File: src/rtl/vga_plot_pkg.sv
// Shared defaults and state encoding for the VGA plot-port arbiter family.
package vga_plot_pkg;
    localparam int PLOT_X_W = 8;   // 160 columns
    localparam int PLOT_Y_W = 7;   // 120 rows
    localparam int PLOT_C_W = 3;   // 3-bit colour

    typedef enum logic [1:0] {
        S_IDLE    = 2'd0,
        S_GRANT   = 2'd1,
        S_RELEASE = 2'd2
    } state_t;
endpackage

File: src/rtl/vga_plot_arbiter_if.sv
// Requester-side pixel bus plus the adapter-side plot port of the arbiter.
interface vga_plot_arbiter_if #(
    parameter int NUM_REQ = 4,
    parameter int X_W     = vga_plot_pkg::PLOT_X_W,
    parameter int Y_W     = vga_plot_pkg::PLOT_Y_W,
    parameter int C_W     = vga_plot_pkg::PLOT_C_W
);
    logic [NUM_REQ-1:0]     req;
    logic [NUM_REQ-1:0]     px_valid;
    logic [NUM_REQ-1:0]     last;
    logic [NUM_REQ*X_W-1:0] x_in;
    logic [NUM_REQ*Y_W-1:0] y_in;
    logic [NUM_REQ*C_W-1:0] colour_in;
    logic [NUM_REQ-1:0]     grant;
    logic [X_W-1:0]         x_out;
    logic [Y_W-1:0]         y_out;
    logic [C_W-1:0]         colour_out;
    logic                   plot_out;
    logic                   busy;
    logic                   wd_timeout;

    modport master (
        output req, px_valid, last, x_in, y_in, colour_in,
        input  grant, x_out, y_out, colour_out, plot_out, busy, wd_timeout
    );
    modport slave (
        input  req, px_valid, last, x_in, y_in, colour_in,
        output grant, x_out, y_out, colour_out, plot_out, busy, wd_timeout
    );
endinterface

File: src/rtl/plot_rr_picker.sv
// Combinational round-robin picker: first set req bit above rr_ptr, wrapping.
module plot_rr_picker #(
    parameter int NUM_REQ = 4,
    localparam int IW     = $clog2(NUM_REQ)
) (
    input  logic [NUM_REQ-1:0] req,
    input  logic [IW-1:0]      rr_ptr,
    output logic [NUM_REQ-1:0] winner,
    output logic [IW-1:0]      winner_idx,
    output logic               any
);
    logic [IW-1:0] idx;

    always_comb begin
        winner     = '0;
        winner_idx = '0;
        any        = 1'b0;
        idx        = '0;
        for (int k = 1; k <= NUM_REQ; k++) begin
            idx = IW'((int'(rr_ptr) + k) % NUM_REQ);
            if (!any && req[idx]) begin
                any        = 1'b1;
                winner_idx = idx;
            end
        end
        winner[winner_idx] = any;
    end
endmodule

File: src/rtl/vga_plot_arbiter.sv
// Round-robin owner of the single VGA adapter plot port; registers the owner's pixel.
// Optional idle watchdog on the owner is enabled with PLOT_ARB_WATCHDOG_EN.
module vga_plot_arbiter
    import vga_plot_pkg::*;
#(
    parameter int NUM_REQ   = 4,
    parameter int X_W       = PLOT_X_W,
    parameter int Y_W       = PLOT_Y_W,
    parameter int C_W       = PLOT_C_W,
    parameter int MAX_BURST = 256,
    parameter int WD_CYCLES = 64
) (
    input logic              clk,
    input logic              reset_n,
    vga_plot_arbiter_if.slave bus
);
    localparam int IW = $clog2(NUM_REQ);
    localparam int BW = $clog2(MAX_BURST + 1);

    state_t             state, state_nx;
    logic [IW-1:0]      rr_ptr, owner, pick_idx;
    logic [NUM_REQ-1:0] pick_oh;
    logic               pick_any;
    logic [BW-1:0]      burst_cnt;
    logic               own_req, own_pv, own_last, accept, burst_end, wd_fire;

    plot_rr_picker #(.NUM_REQ(NUM_REQ)) u_pick (
        .req        (bus.req),
        .rr_ptr     (rr_ptr),
        .winner     (pick_oh),
        .winner_idx (pick_idx),
        .any        (pick_any)
    );

    assign own_req  = bus.req[owner];
    assign own_pv   = bus.px_valid[owner];
    assign own_last = bus.last[owner];
    // A dropped req aborts the burst, so a pixel in that cycle is discarded.
    assign accept    = (state == S_GRANT) && own_req && own_pv;
    assign burst_end = accept && (own_last || burst_cnt == BW'(MAX_BURST - 1));
    assign bus.busy  = (state == S_GRANT);

`ifdef PLOT_ARB_WATCHDOG_EN
    localparam int WW = $clog2(WD_CYCLES + 1);
    logic [WW-1:0] idle_cnt;

    assign wd_fire = (state == S_GRANT) && own_req && !own_pv &&
                     idle_cnt == WW'(WD_CYCLES - 1);

    always_ff @(posedge clk) begin
        if (!reset_n || state != S_GRANT || own_pv) idle_cnt <= '0;
        else                                        idle_cnt <= idle_cnt + 1'b1;
    end
`else
    // No watchdog: an owner may stall forever.
    assign wd_fire = 1'b0 && (WD_CYCLES > 0);
`endif

    always_comb begin
        state_nx = state;
        case (state)
            S_IDLE:    if (pick_any) state_nx = S_GRANT;
            S_GRANT:   if (!own_req || burst_end || wd_fire) state_nx = S_RELEASE;
            S_RELEASE: state_nx = S_IDLE;
            default:   state_nx = S_IDLE;
        endcase
    end

    always_ff @(posedge clk) begin
        if (!reset_n) begin
            state          <= S_IDLE;
            rr_ptr         <= IW'(NUM_REQ - 1);
            owner          <= '0;
            burst_cnt      <= '0;
            bus.grant      <= '0;
            bus.x_out      <= '0;
            bus.y_out      <= '0;
            bus.colour_out <= '0;
            bus.plot_out   <= 1'b0;
            bus.wd_timeout <= 1'b0;
        end else begin
            state          <= state_nx;
            bus.plot_out   <= accept;
            bus.wd_timeout <= wd_fire;
            if (accept) begin
                bus.x_out      <= bus.x_in[int'(owner)*X_W +: X_W];
                bus.y_out      <= bus.y_in[int'(owner)*Y_W +: Y_W];
                bus.colour_out <= bus.colour_in[int'(owner)*C_W +: C_W];
                burst_cnt      <= burst_cnt + 1'b1;
            end
            case (state)
                S_IDLE: if (pick_any) begin
                    owner     <= pick_idx;
                    bus.grant <= pick_oh;
                    burst_cnt <= '0;
                end
                S_GRANT:   if (state_nx == S_RELEASE) bus.grant <= '0;
                S_RELEASE: rr_ptr <= owner;
                default: ;
            endcase
        end
    end
endmodule

File: src/flat_wrapper.sv
// flat-port wrapper written by rule: the top's interface ports become plain ports
module vga_plot_arbiter_flat import vga_plot_pkg::*;
#(
    parameter int NUM_REQ   = 4,
    parameter int X_W       = PLOT_X_W,
    parameter int Y_W       = PLOT_Y_W,
    parameter int C_W       = PLOT_C_W,
    parameter int MAX_BURST = 256,
    parameter int WD_CYCLES = 64
)
  (clk, reset_n, bus_req, bus_px_valid, bus_last, bus_x_in, bus_y_in, bus_colour_in, bus_grant, bus_x_out, bus_y_out, bus_colour_out, bus_plot_out, bus_busy, bus_wd_timeout);
  vga_plot_arbiter_if #(.NUM_REQ(NUM_REQ), .X_W(X_W), .Y_W(Y_W), .C_W(C_W)) bus_i ();
  input logic clk;
  input logic reset_n;
  input wire logic [$bits(bus_i.req)-1:0] bus_req;
  input wire logic [$bits(bus_i.px_valid)-1:0] bus_px_valid;
  input wire logic [$bits(bus_i.last)-1:0] bus_last;
  input wire logic [$bits(bus_i.x_in)-1:0] bus_x_in;
  input wire logic [$bits(bus_i.y_in)-1:0] bus_y_in;
  input wire logic [$bits(bus_i.colour_in)-1:0] bus_colour_in;
  output wire logic [$bits(bus_i.grant)-1:0] bus_grant;
  output wire logic [$bits(bus_i.x_out)-1:0] bus_x_out;
  output wire logic [$bits(bus_i.y_out)-1:0] bus_y_out;
  output wire logic [$bits(bus_i.colour_out)-1:0] bus_colour_out;
  output wire logic [$bits(bus_i.plot_out)-1:0] bus_plot_out;
  output wire logic [$bits(bus_i.busy)-1:0] bus_busy;
  output wire logic [$bits(bus_i.wd_timeout)-1:0] bus_wd_timeout;
  assign bus_i.req = bus_req;
  assign bus_i.px_valid = bus_px_valid;
  assign bus_i.last = bus_last;
  assign bus_i.x_in = bus_x_in;
  assign bus_i.y_in = bus_y_in;
  assign bus_i.colour_in = bus_colour_in;
  assign bus_grant = bus_i.grant;
  assign bus_x_out = bus_i.x_out;
  assign bus_y_out = bus_i.y_out;
  assign bus_colour_out = bus_i.colour_out;
  assign bus_plot_out = bus_i.plot_out;
  assign bus_busy = bus_i.busy;
  assign bus_wd_timeout = bus_i.wd_timeout;
  vga_plot_arbiter #(.NUM_REQ(NUM_REQ), .X_W(X_W), .Y_W(Y_W), .C_W(C_W), .MAX_BURST(MAX_BURST), .WD_CYCLES(WD_CYCLES)) u_core (.clk(clk), .reset_n(reset_n), .bus(bus_i));
endmodule
File: config.mk
export PLATFORM = sky130hd
export DESIGN_NAME = vga_plot_arbiter_flat
export DESIGN_NICKNAME = d
export VERILOG_FILES = /design/src/rtl/vga_plot_pkg.sv /design/src/rtl/vga_plot_arbiter_if.sv /design/src/rtl/plot_rr_picker.sv /design/src/rtl/vga_plot_arbiter.sv /design/src/flat_wrapper.sv
export SDC_FILE = /design/constraint.sdc
export NUM_CORES = 1
export LEC_CHECK = 0
export ABC_AREA = 1
export CORE_UTILIZATION = 45
export CTS_CLUSTER_DIAMETER = 120
export DETAILED_ROUTE_END_ITERATION = 8
export PLACE_DENSITY = 0.94
export SYNTH_ARGS = -nofsm -noshare
export SYNTH_HDL_FRONTEND = slang
export SYNTH_SLANG_ARGS = --single-unit
File: constraint.sdc
create_clock -name clk -period 4.2 [get_ports clk]
set_input_delay 0.84 -clock clk [delete_from_list [all_inputs] [get_ports clk]]
set_output_delay 0.84 -clock clk [all_outputs]
set_load 0.01 [all_outputs]
After elaboration in Yosys (flattened, before gate mapping)
Cells that the tools add are included.
Widths: inputs -> output; s select.
{"block": "op_classes", "n_addsub": 5, "multipliers": 2, "n_lt_le_gt_ge": 7, "eq_ne": 6, "n_shift": 3, "n_mux": 33, "bitwise": 1, "reduce_logical": 17}
{"op": "$shiftx 12x32->3", "n": 1}
{"op": "$shiftx 28x32->7", "n": 1}
{"op": "$shiftx 32x6->8", "n": 1}
{"op": "$mux 9", "n": 3}
{"op": "$lt 2x3->1 const B", "n": 6}
{"op": "$bmux 1 s2", "n": 7}
{"op": "$mux 1", "n": 12}
{"op": "$mux 2", "n": 6}
{"op": "$add 9x1->9 const B", "n": 1}
{"op": "$eq 9x8->1 const B", "n": 1}
{"op": "$mux 4", "n": 2}
{"op": "$pmux 4 s2", "n": 1}
{"op": "$logic_and 1x1->1", "n": 7}
{"op": "$mul 2x3->5 const B", "n": 1}
{"op": "$add 2x1->2 const B", "n": 2}
{"op": "$add 2x2->2 const B", "n": 2}
{"op": "$and 4x4->4", "n": 1}
{"op": "$eq 2x2->1 const B", "n": 2}
{"op": "$logic_not 1->1", "n": 4}
{"op": "$mul 2x2->4 const B", "n": 1}
{"op": "$ne 2x1->1 const B", "n": 2}
{"op": "$pmux 2 s2", "n": 1}
{"op": "$reduce_and 3->1", "n": 1}
{"op": "$demux 1 s2", "n": 1}
{"op": "other kinds (6)", "n": 7}
{"block": "totals", "ff_bits": 38, "in_bits": 86, "output_inout_bits": 25, "elab_cells": 83}

Depth between registers and ports, before layout
Gate-level depths: netlist of the first run.
{"block": "logic_depth", "depth_word": 20, "ltp_mapped": 14, "mapped_depth_nobuf": 13}

Modules after synthesis
A second synthesis of the first run with hierarchy kept.
{"block": "hier_totals", "hier_cells": 378, "hier_area_um2": 2413.6}
{"module": "vga_plot_arbiter", "instances": 1, "cells_per_inst": 314, "area_each_um2": 2088.3, "seq_area_each_um2": 760.7}
{"module": "plot_rr_picker", "instances": 1, "cells_per_inst": 64, "area_each_um2": 325.3, "seq_area_each_um2": 0.0}

Worst setup path after synthesis of the first run
Ideal clock, no wire load.
{"block": "synth_timing", "path_type": "in2reg", "start": "input port bus_req[3]", "end": "register u_core.owner[0]", "setup_time_ns": 0.075, "t_arrival_ns": 1.727, "required_ns": 4.125, "setup_slack_ns": 2.398, "path_stages": 10, "path_buffers": 1, "cell_sequence": "inv_1 > nand2_1 > nand3_1 > nand2_1 > nor2_4 > nand3b_4 > nand2_4 > nand2_2 > buf_6 > o22ai_1"}
{"block": "synth_between", "elab_chain_len": 13, "word_cells_on_any_way": 23, "cone_classes": "mux: 16; reduce/logical: 7"}
{"item": "from (decl)", "line_no": "flat_wrapper.sv:15", "text": "input wire logic [$bits(bus_i.req)-1:0] bus_req;"}
{"item": "$bmux 1 s2", "line_no": "plot_rr_picker.sv:21", "text": "if (!any && req[idx]) begin"}
{"item": "$mux 1 (implied by the code)", "line_no": "plot_rr_picker.sv:21"}
{"item": "$mux 1", "line_no": "plot_rr_picker.sv:21"}
{"item": "$logic_not 1->1", "line_no": "plot_rr_picker.sv:21"}
{"item": "$logic_and 1x1->1", "line_no": "plot_rr_picker.sv:21"}
{"item": "$mux 1", "line_no": "plot_rr_picker.sv:21"}
{"item": "$logic_not 1->1", "line_no": "plot_rr_picker.sv:21"}
{"item": "$logic_and 1x1->1", "line_no": "plot_rr_picker.sv:21"}
{"item": "$mux 1", "line_no": "plot_rr_picker.sv:21"}
{"item": "$logic_not 1->1", "line_no": "plot_rr_picker.sv:21"}
{"item": "$logic_and 1x1->1", "line_no": "plot_rr_picker.sv:21"}
{"item": "$mux 1", "line_no": "plot_rr_picker.sv:21"}
{"item": "$reduce_and 2->1 (no line)"}
{"item": "to (signal assigned)", "line_no": "vga_plot_arbiter.sv:93", "text": "owner <= pick_idx;"}
{"item": "to (decl)", "line_no": "vga_plot_arbiter.sv:21", "text": "logic [IW-1:0] rr_ptr, owner, pick_idx;"}
Several ways; a longest one is shown, not always the timed one. The select of a mux whose other input is x is not followed.
A chain may end at the register's enable or synchronous reset.

Final worst setup path of the first run
{"block": "layout_timing", "start": "input port bus_req[1]", "end": "register u_core.bus.x_out[4]"}
{"block": "layout_between", "elab_chain_len": 4}
{"item": "$bmux 1 s2", "line_no": "vga_plot_arbiter.sv:35", "text": "assign own_req = bus.req[owner];"}
{"item": "$mux 1 (implied by the code)", "line_no": "vga_plot_arbiter.sv:35"}
{"item": "$logic_and 1x1->1 (2 in a row)", "line_no": "vga_plot_arbiter.sv:39", "text": "assign accept = (state == S_GRANT) && own_req && own_pv;"}
{"item": "to (signal assigned)", "line_no": "vga_plot_arbiter.sv:86", "text": "bus.x_out <= bus.x_in[int'(owner)*X_W +: X_W];"}
{"item": "to (decl)", "line_no": "vga_plot_arbiter_if.sv:28", "text": "output grant, x_out, y_out, colour_out, plot_out, busy, wd_timeout"}
Every way passes these cells. The select of a mux whose other input is x is not followed.

==> results of run 1 <==
-- cell usage in the layout (no fill, tap or decap), drive strengths merged, types with 2 or more instances in the layout --
master,n
o21ai,57
inv,31
a21oi,9
o22ai,2
nand2,67
xor2,4
nand3b,2
a31oi,18
nor2,97
ha,2
dfxtp,38
a211oi,2
buf,2
nand4,3
nor3,6
nand3,19
clkdlybuf4s50,109
clkbuf,7
-- worst max-delay path by stage --
stage,start,slack [ns],cells after the start,endpoint
2_1_floorplan,bus_req[3],2.40,10,u_core.owner[0]
3_3_place_gp,bus_req[1],1.62,9,u_core.bus.colour_out[2]
3_5_place_dp,bus_req[1],1.54,9,u_core.bus.x_out[7]
4_1_cts,bus_req[1],1.82,9,u_core.bus.x_out[4]
5_1_grt,bus_req[3],1.60,9,u_core.bus.x_out[4]
6_report,bus_req[1],1.82,9,u_core.bus.x_out[4]
-- final cells by class --
class	instances	share of cell area [%]
tap	70	2.42
sequential	38	21.1
inverter	31	3.50
clock inverter	1	0.831
multi-input combinational	291	39.5
clock buffer	7	2.11
timing repair buffer	111	30.6
-- per-layer routing --
| layer | global-route usage [%] | vias up | part of all wire [%] |
|---|---|---|---|
| met5 | 0 | - | 0 |
| met4 | 10.5 | 0 | 2.4 |
| met3 | 7.80 | 15 | 7.5 |
| met2 | 47.1 | 108 | 51 |
| met1 | 23.4 | 1260 | 39 |
| li1 | - | 1438 | - |
-- stage by stage --
stage	setup slack (ns)	total power [mW]	std cells
after global routing	1.60	2.01	549
after detailed placement	1.54	1.56	541
after CTS	1.82	1.87	549
after floorplan	2.40	1.24	383
final	1.82	1.86	549
after global placement	1.62	1.53	541
-- state kept, by name (all words and copies together), names as in the netlist --
register and cells:
u_core.bus.plot_out 1, u_core.bus.colour_out 3, u_core.bus.grant 4, u_core.state 2, u_core.burst_cnt 9, u_core.bus.y_out 7, u_core.bus.x_out 8, u_core.owner 2
u_core.rr_ptr 2
-- critical path: cells and delay by family --
family	cells	cell delay, ns
AND/OR/NAND/NOR	5	0.57
AO/OA/AOI/OAI	2	0.34
buffers and inverters	2	0.85
-- power by group --
| group | switching (mW) | total, mW | internal (mW) |
|---|---|---|---|
| combinational | 0.592 | 1.02 | 0.429 |
| clock | 0.126 | 0.303 | 0.178 |
| sequential | 0.0839 | 0.539 | 0.455 |
-- cells by family (layout without fill, tap and decap cells) --
| group | after synthesis | in the layout | synth area share, % |
|---|---|---|---|
| AND/OR/NAND/NOR | 194 | 194 | 35.5 |
| buffers and inverters | 54 | 150 | 10.8 |
| flip-flops | 38 | 38 | 31.0 |
| other | 1 | 1 | 0.153 |
| XOR/XNOR | 5 | 5 | 1.79 |
| AO/OA/AOI/OAI | 89 | 89 | 19.7 |
| adder cells (fa/ha/maj) | 2 | 2 | 1.02 |
==> impl_metrics.ini, run 1 <==
[global_route]
globalRouteOverflowTotal = 0
grt_usage_pct = 24.4
antenna_found_initial = 0
grt_max_degree = 44
grt_pass1_vias = 2608
grt_pass1_wl_mm = 10.5

[yosys]
synth_top_area_share_pct = 31.0
ys_warn_count = 0
synth_area_leaders = dfxtp_1 (31%), nor2_1 (14%), o21ai_0 (11%)
synthCells = 383
synthDistinctLibCells = 35
syn_nets = 471
yosysSeqAreaShare_pct = 31.0
avgSynthCellArea_um2 = 6.40
synth_edf_count = 0
syn_area_mm2 = 0.00245
synth_most_common_cell = nor2_1
synthArstFlopShare_pct = 0
synth_common_cells = nor2_1 (93), nand2_1 (54), o21ai_0 (54)
synth-seq-cells = 38
ys.flop_type = dfxtp_1
yosysTopAreaCell = dfxtp_1

[layout]
n_antenna_cell = 0
fin_area_mm2 = 0.00361
n_fill_cell = 402
multi_input_area_mm2 = 0.00143
utilization_pct = 69.9
seq_area_um2 = 761
drive_gt1_share_pct = 7.72
nNetsFinal = 566
syn2layout_area_growth_pct = 47.4

[cts]
h-tree-depth = 2
cts_setup_buffers = 0
cts_sinks = 38
ctsRootBufferMaster = clkbuf_8
cts.path.max_buffers = 2
numCtsBuffers = 5
cts_resized = 0
cts.clk_slew.worst_paths_ns = 0.08
cts_tree = built
insertion_delay_ns = 0.29
ctsHoldBuffers = 0

[placed_design]
hpwl_mm = 5.10
io_buffer_count = 109
gp_congestion = 0.848
dpl_cell_area_mm2 = 0.00351

[detailed_routing]
wl_mm = 6.72
viasPerCell = 5.14
dr.first_iter.drc_count = 99
vias = 2821
firstDrtPassIters = 4
wl_per_cell_um = 12.2
ant_nets = 0
drcViolationCount = 0

[setup_path]
cpPeakStageDelay_ns = 0.55
reg2reg_from = u_core.owner[0]
worstPathMaxFanout = 43
startpoint_type = input pin
worstRegToRegCells = 9
critPathCaptureType = flip-flop
crit_chain = clkdlybuf4s50_1 > nand2_1 > nand3_1 > nand2_1 > nor2_2 > nand2_4 > inv_4 > o21ai_0 > a31oi_1
crit_type = in -> reg
cpMostUsedCell = nand2_1
reg2reg_slack_ns = 1.93
r2r_end = u_core.bus.x_out[4]
worstPathRequired_ns = 4.43
cp.arrival_ns = 2.60
crit_slowest_cell = clkdlybuf4s50_1

[power]
leakagePower_nw = 1.50
peakVddDrop_uv = 263
p_per_area_mw_per_mm2 = 515

[die]
num_io_pins = 111
start_util_pct = 47.4
die_y_um = 75.8
core.rowCount = 26
die-area_mm2 = 0.00575
coreArea_mm2 = 0.00517
chipWidth_um = 75.8

[worst_hold_path]
min_to = u_core.burst_cnt[8]
min_path_cells = 2
hold_path_class = reg -> reg
hp-start = u_core.burst_cnt[8]

[sta]
tightestPinTransition_ns = 0.836
setup_tns_ns = 0
min_period_ns = 2.38
hold_slack_ns = 0.504
finClkSkew_ns = 0.00685
fin_crit_sh_pct = 56.6
setup_viol = 0
finalMaxSlewViolations = 0
timing.fmax_mhz = 421
hold_viol_final = 0
relSlewSlack_pct = 44.1
rsz0062_at_grt = no

[status]
status = complete, no violations

[run]
cap_violations = 0
No activity file was read; power rests on OpenSTA's default activity.
==> inputs of run 2 (changes only) <==
--- a/config.mk
+++ b/config.mk
@@ -6,10 +6,10 @@
 export NUM_CORES = 1
 export LEC_CHECK = 0
 export ABC_AREA = 1
-export CORE_UTILIZATION = 45
+export CORE_UTILIZATION = 38
 export CTS_CLUSTER_DIAMETER = 120
 export DETAILED_ROUTE_END_ITERATION = 8
-export PLACE_DENSITY = 0.94
+export PLACE_DENSITY = 0.85
 export SYNTH_ARGS = -nofsm -noshare
 export SYNTH_HDL_FRONTEND = slang
 export SYNTH_SLANG_ARGS = --single-unit
==> constraint.sdc (replaced) <==
create_clock -name clk -period 2.1 [get_ports clk]
set_input_delay 0.42 -clock clk [delete_from_list [all_inputs] [get_ports clk]]
set_output_delay 0.42 -clock clk [all_outputs]
set_load 0.01 [all_outputs]
==> impl_metrics.ini, run 2 (synthesis results as in run 1) <==
[setup_path]
endpoint = u_core.bus.grant[2]
cp_num_cells = 10
critPathTopFamily = simple AND/OR/NAND/NOR gates
cpPeakStageDelay_ns = 0.46
crit_slowest_cell = dfxtp_1
crit_type = reg -> reg
worstPathMaxFanout = 39
startpoint_type = flip-flop
cp.arrival_ns = 2.04
path_buf_inv = 1
worstPathRequired_ns = 2.28
reg2reg_slack_ns = 0.23
critPathCaptureType = flip-flop
reg2reg_from = u_core.owner[0]
crit_start = u_core.owner[0]
crit_chain = buf_4 > nand2_1 > nand3_1 > nand3b_1 > nand3_1 > nand2_1 > nand2_2 > nand2_2 > o21ai_0 > nor2_1
r2r_end = u_core.bus.grant[2]
worstRegToRegCells = 10

[cts]
cts_sinks = 38
cts.path.max_buffers = 2
insertion_delay_ns = 0.28
cts_tree = built
numCtsBuffers = 5
cts_setup_buffers = 0
ctsRootBufferMaster = clkbuf_8
ctsHoldBuffers = 0
cts_resized = 0
h-tree-depth = 2
cts.clk_slew.worst_paths_ns = 0.07

[placed_design]
hpwl_mm = 5.42
dp.cells = 551
pre_cts_ws_ns = -0.0107
gp_congestion = 0.857
io_buffer_count = 109
dpl_cell_area_mm2 = 0.00358

[detailed_routing]
wl_per_cell_um = 12.2
wl_mm = 6.80
vias = 2769
drcViolationCount = 0
viasPerCell = 4.95
firstDrtPassIters = 4
ant_nets = 0
dr.first_iter.drc_count = 103

[layout]
final_common_cell = clkdlybuf4s50_1
layout_common_cells = clkdlybuf4s50_1 (109), nor2_1 (93), nand2_1 (54), o21ai_0 (54), dfxtp_1 (38)
syn2layout_area_growth_pct = 49.6
fin_area_mm2 = 0.00367
largest_reg_flops = 9
n_antenna_cell = 0
top_regs = u_core.burst_cnt x9, u_core.bus.x_out x8, u_core.bus.y_out x7
n_fill_cell = 536
nNetsFinal = 571
drive_gt1_share_pct = 8.88
regMostFlops = u_core.burst_cnt
instances_no_fill = 559

[die]
core.rowCount = 28
die_y_um = 82.3
die-area_mm2 = 0.00678
start_util_pct = 40.4
coreArea_mm2 = 0.00606
chipWidth_um = 82.3
num_io_pins = 111

[sta]
hold_slack_ns = 0.505
rsz0062_at_grt = no
min_period_ns = 1.87
timing.fmax_mhz = 536
timing.final.ws_setup_ns = 0.233
fin_crit_sh_pct = 88.9
finClkSkew_ns = 0.00326
finalMaxSlewViolations = 0
hold_viol_final = 0
setup_viol = 0

[status]
status = complete, no violations

[global_route]
globalRouteOverflowTotal = 0
grt_pass1_vias = 2632
grt_usage_pct = 21.1
grt_pass1_wl_mm = 11.0
grt_max_degree = 44
antenna_found_initial = 0

[power]
p_per_area_mw_per_mm2 = 1010
peakVddDrop_uv = 612
leakagePower_nw = 1.53

[run]
cap_violations = 0

[worst_hold_path]
hold_path_class = reg -> reg
run 2: cell count changes in the layout (fill, tap and decap cells not counted):
cell       delta
buf_12        +2
buf_4         +3
bufinv_16     -1
clkbuf_1      -1
clkbuf_8      +1
clkinv_2      +1
run 2: final cells by class:
cell class              instances  area [µm²]  area share [%]
multi-input cells             291        1430            38.9
flip-flops and latches         38         761            20.7
well taps                      75        93.8            2.56
repair buffers                116        1170            31.9
clock inverters                 1        5.00           0.136
inverters                      31         126            3.45
clock buffers                   7        86.3            2.35
run 2: worst min-delay path: cells and delay by family (launching register included):
family / cells / cell delay [ns]
and+or+nand+nor: 1 / 0.09
AOI/OAI and AO/OA: 1 / 0.05
DFF: 1 / 0.31
run 2: where the power goes:
part	switching, mW	internal, mW
logic	1.24	0.930
registers	0.129	0.908
clock network	0.237	0.265
total	1.60	2.10
run 2: how the worst min path moves through the flow:
stage	from	end	slack, ns	cells past startpoint
after floorplan	u_core.burst_cnt[8]	u_core.burst_cnt[8]	0.47	2
after global placement	u_core.burst_cnt[8]	u_core.burst_cnt[8]	0.48	2
after detailed placement	u_core.burst_cnt[8]	u_core.burst_cnt[8]	0.50	2
after CTS	u_core.burst_cnt[8]	u_core.burst_cnt[8]	0.51	2
after global routing	u_core.bus.y_out[1]	u_core.bus.y_out[1]	0.55	2
final	u_core.burst_cnt[8]	u_core.burst_cnt[8]	0.51	2
run 2: metal layers:
layer  share of wire (%)  global-route usage, %
met1                  41                   21.2
met3                 6.9                   5.93
met2                  50                   40.9
met5                   0                      0
met4                 2.1                   7.02
run 2: metrics by stage:
stage | power (mW) | utilization [%] | TNS, ns
final | 3.70 | 60.5 | 0
after global routing | 4.01 | 60.5 | 0
after CTS | 3.72 | 60.5 | 0
after detailed placement | 3.21 | 59.0 | -0.0121
after global placement | 3.15 | 59.0 | 0
after floorplan | 2.48 | - | 0
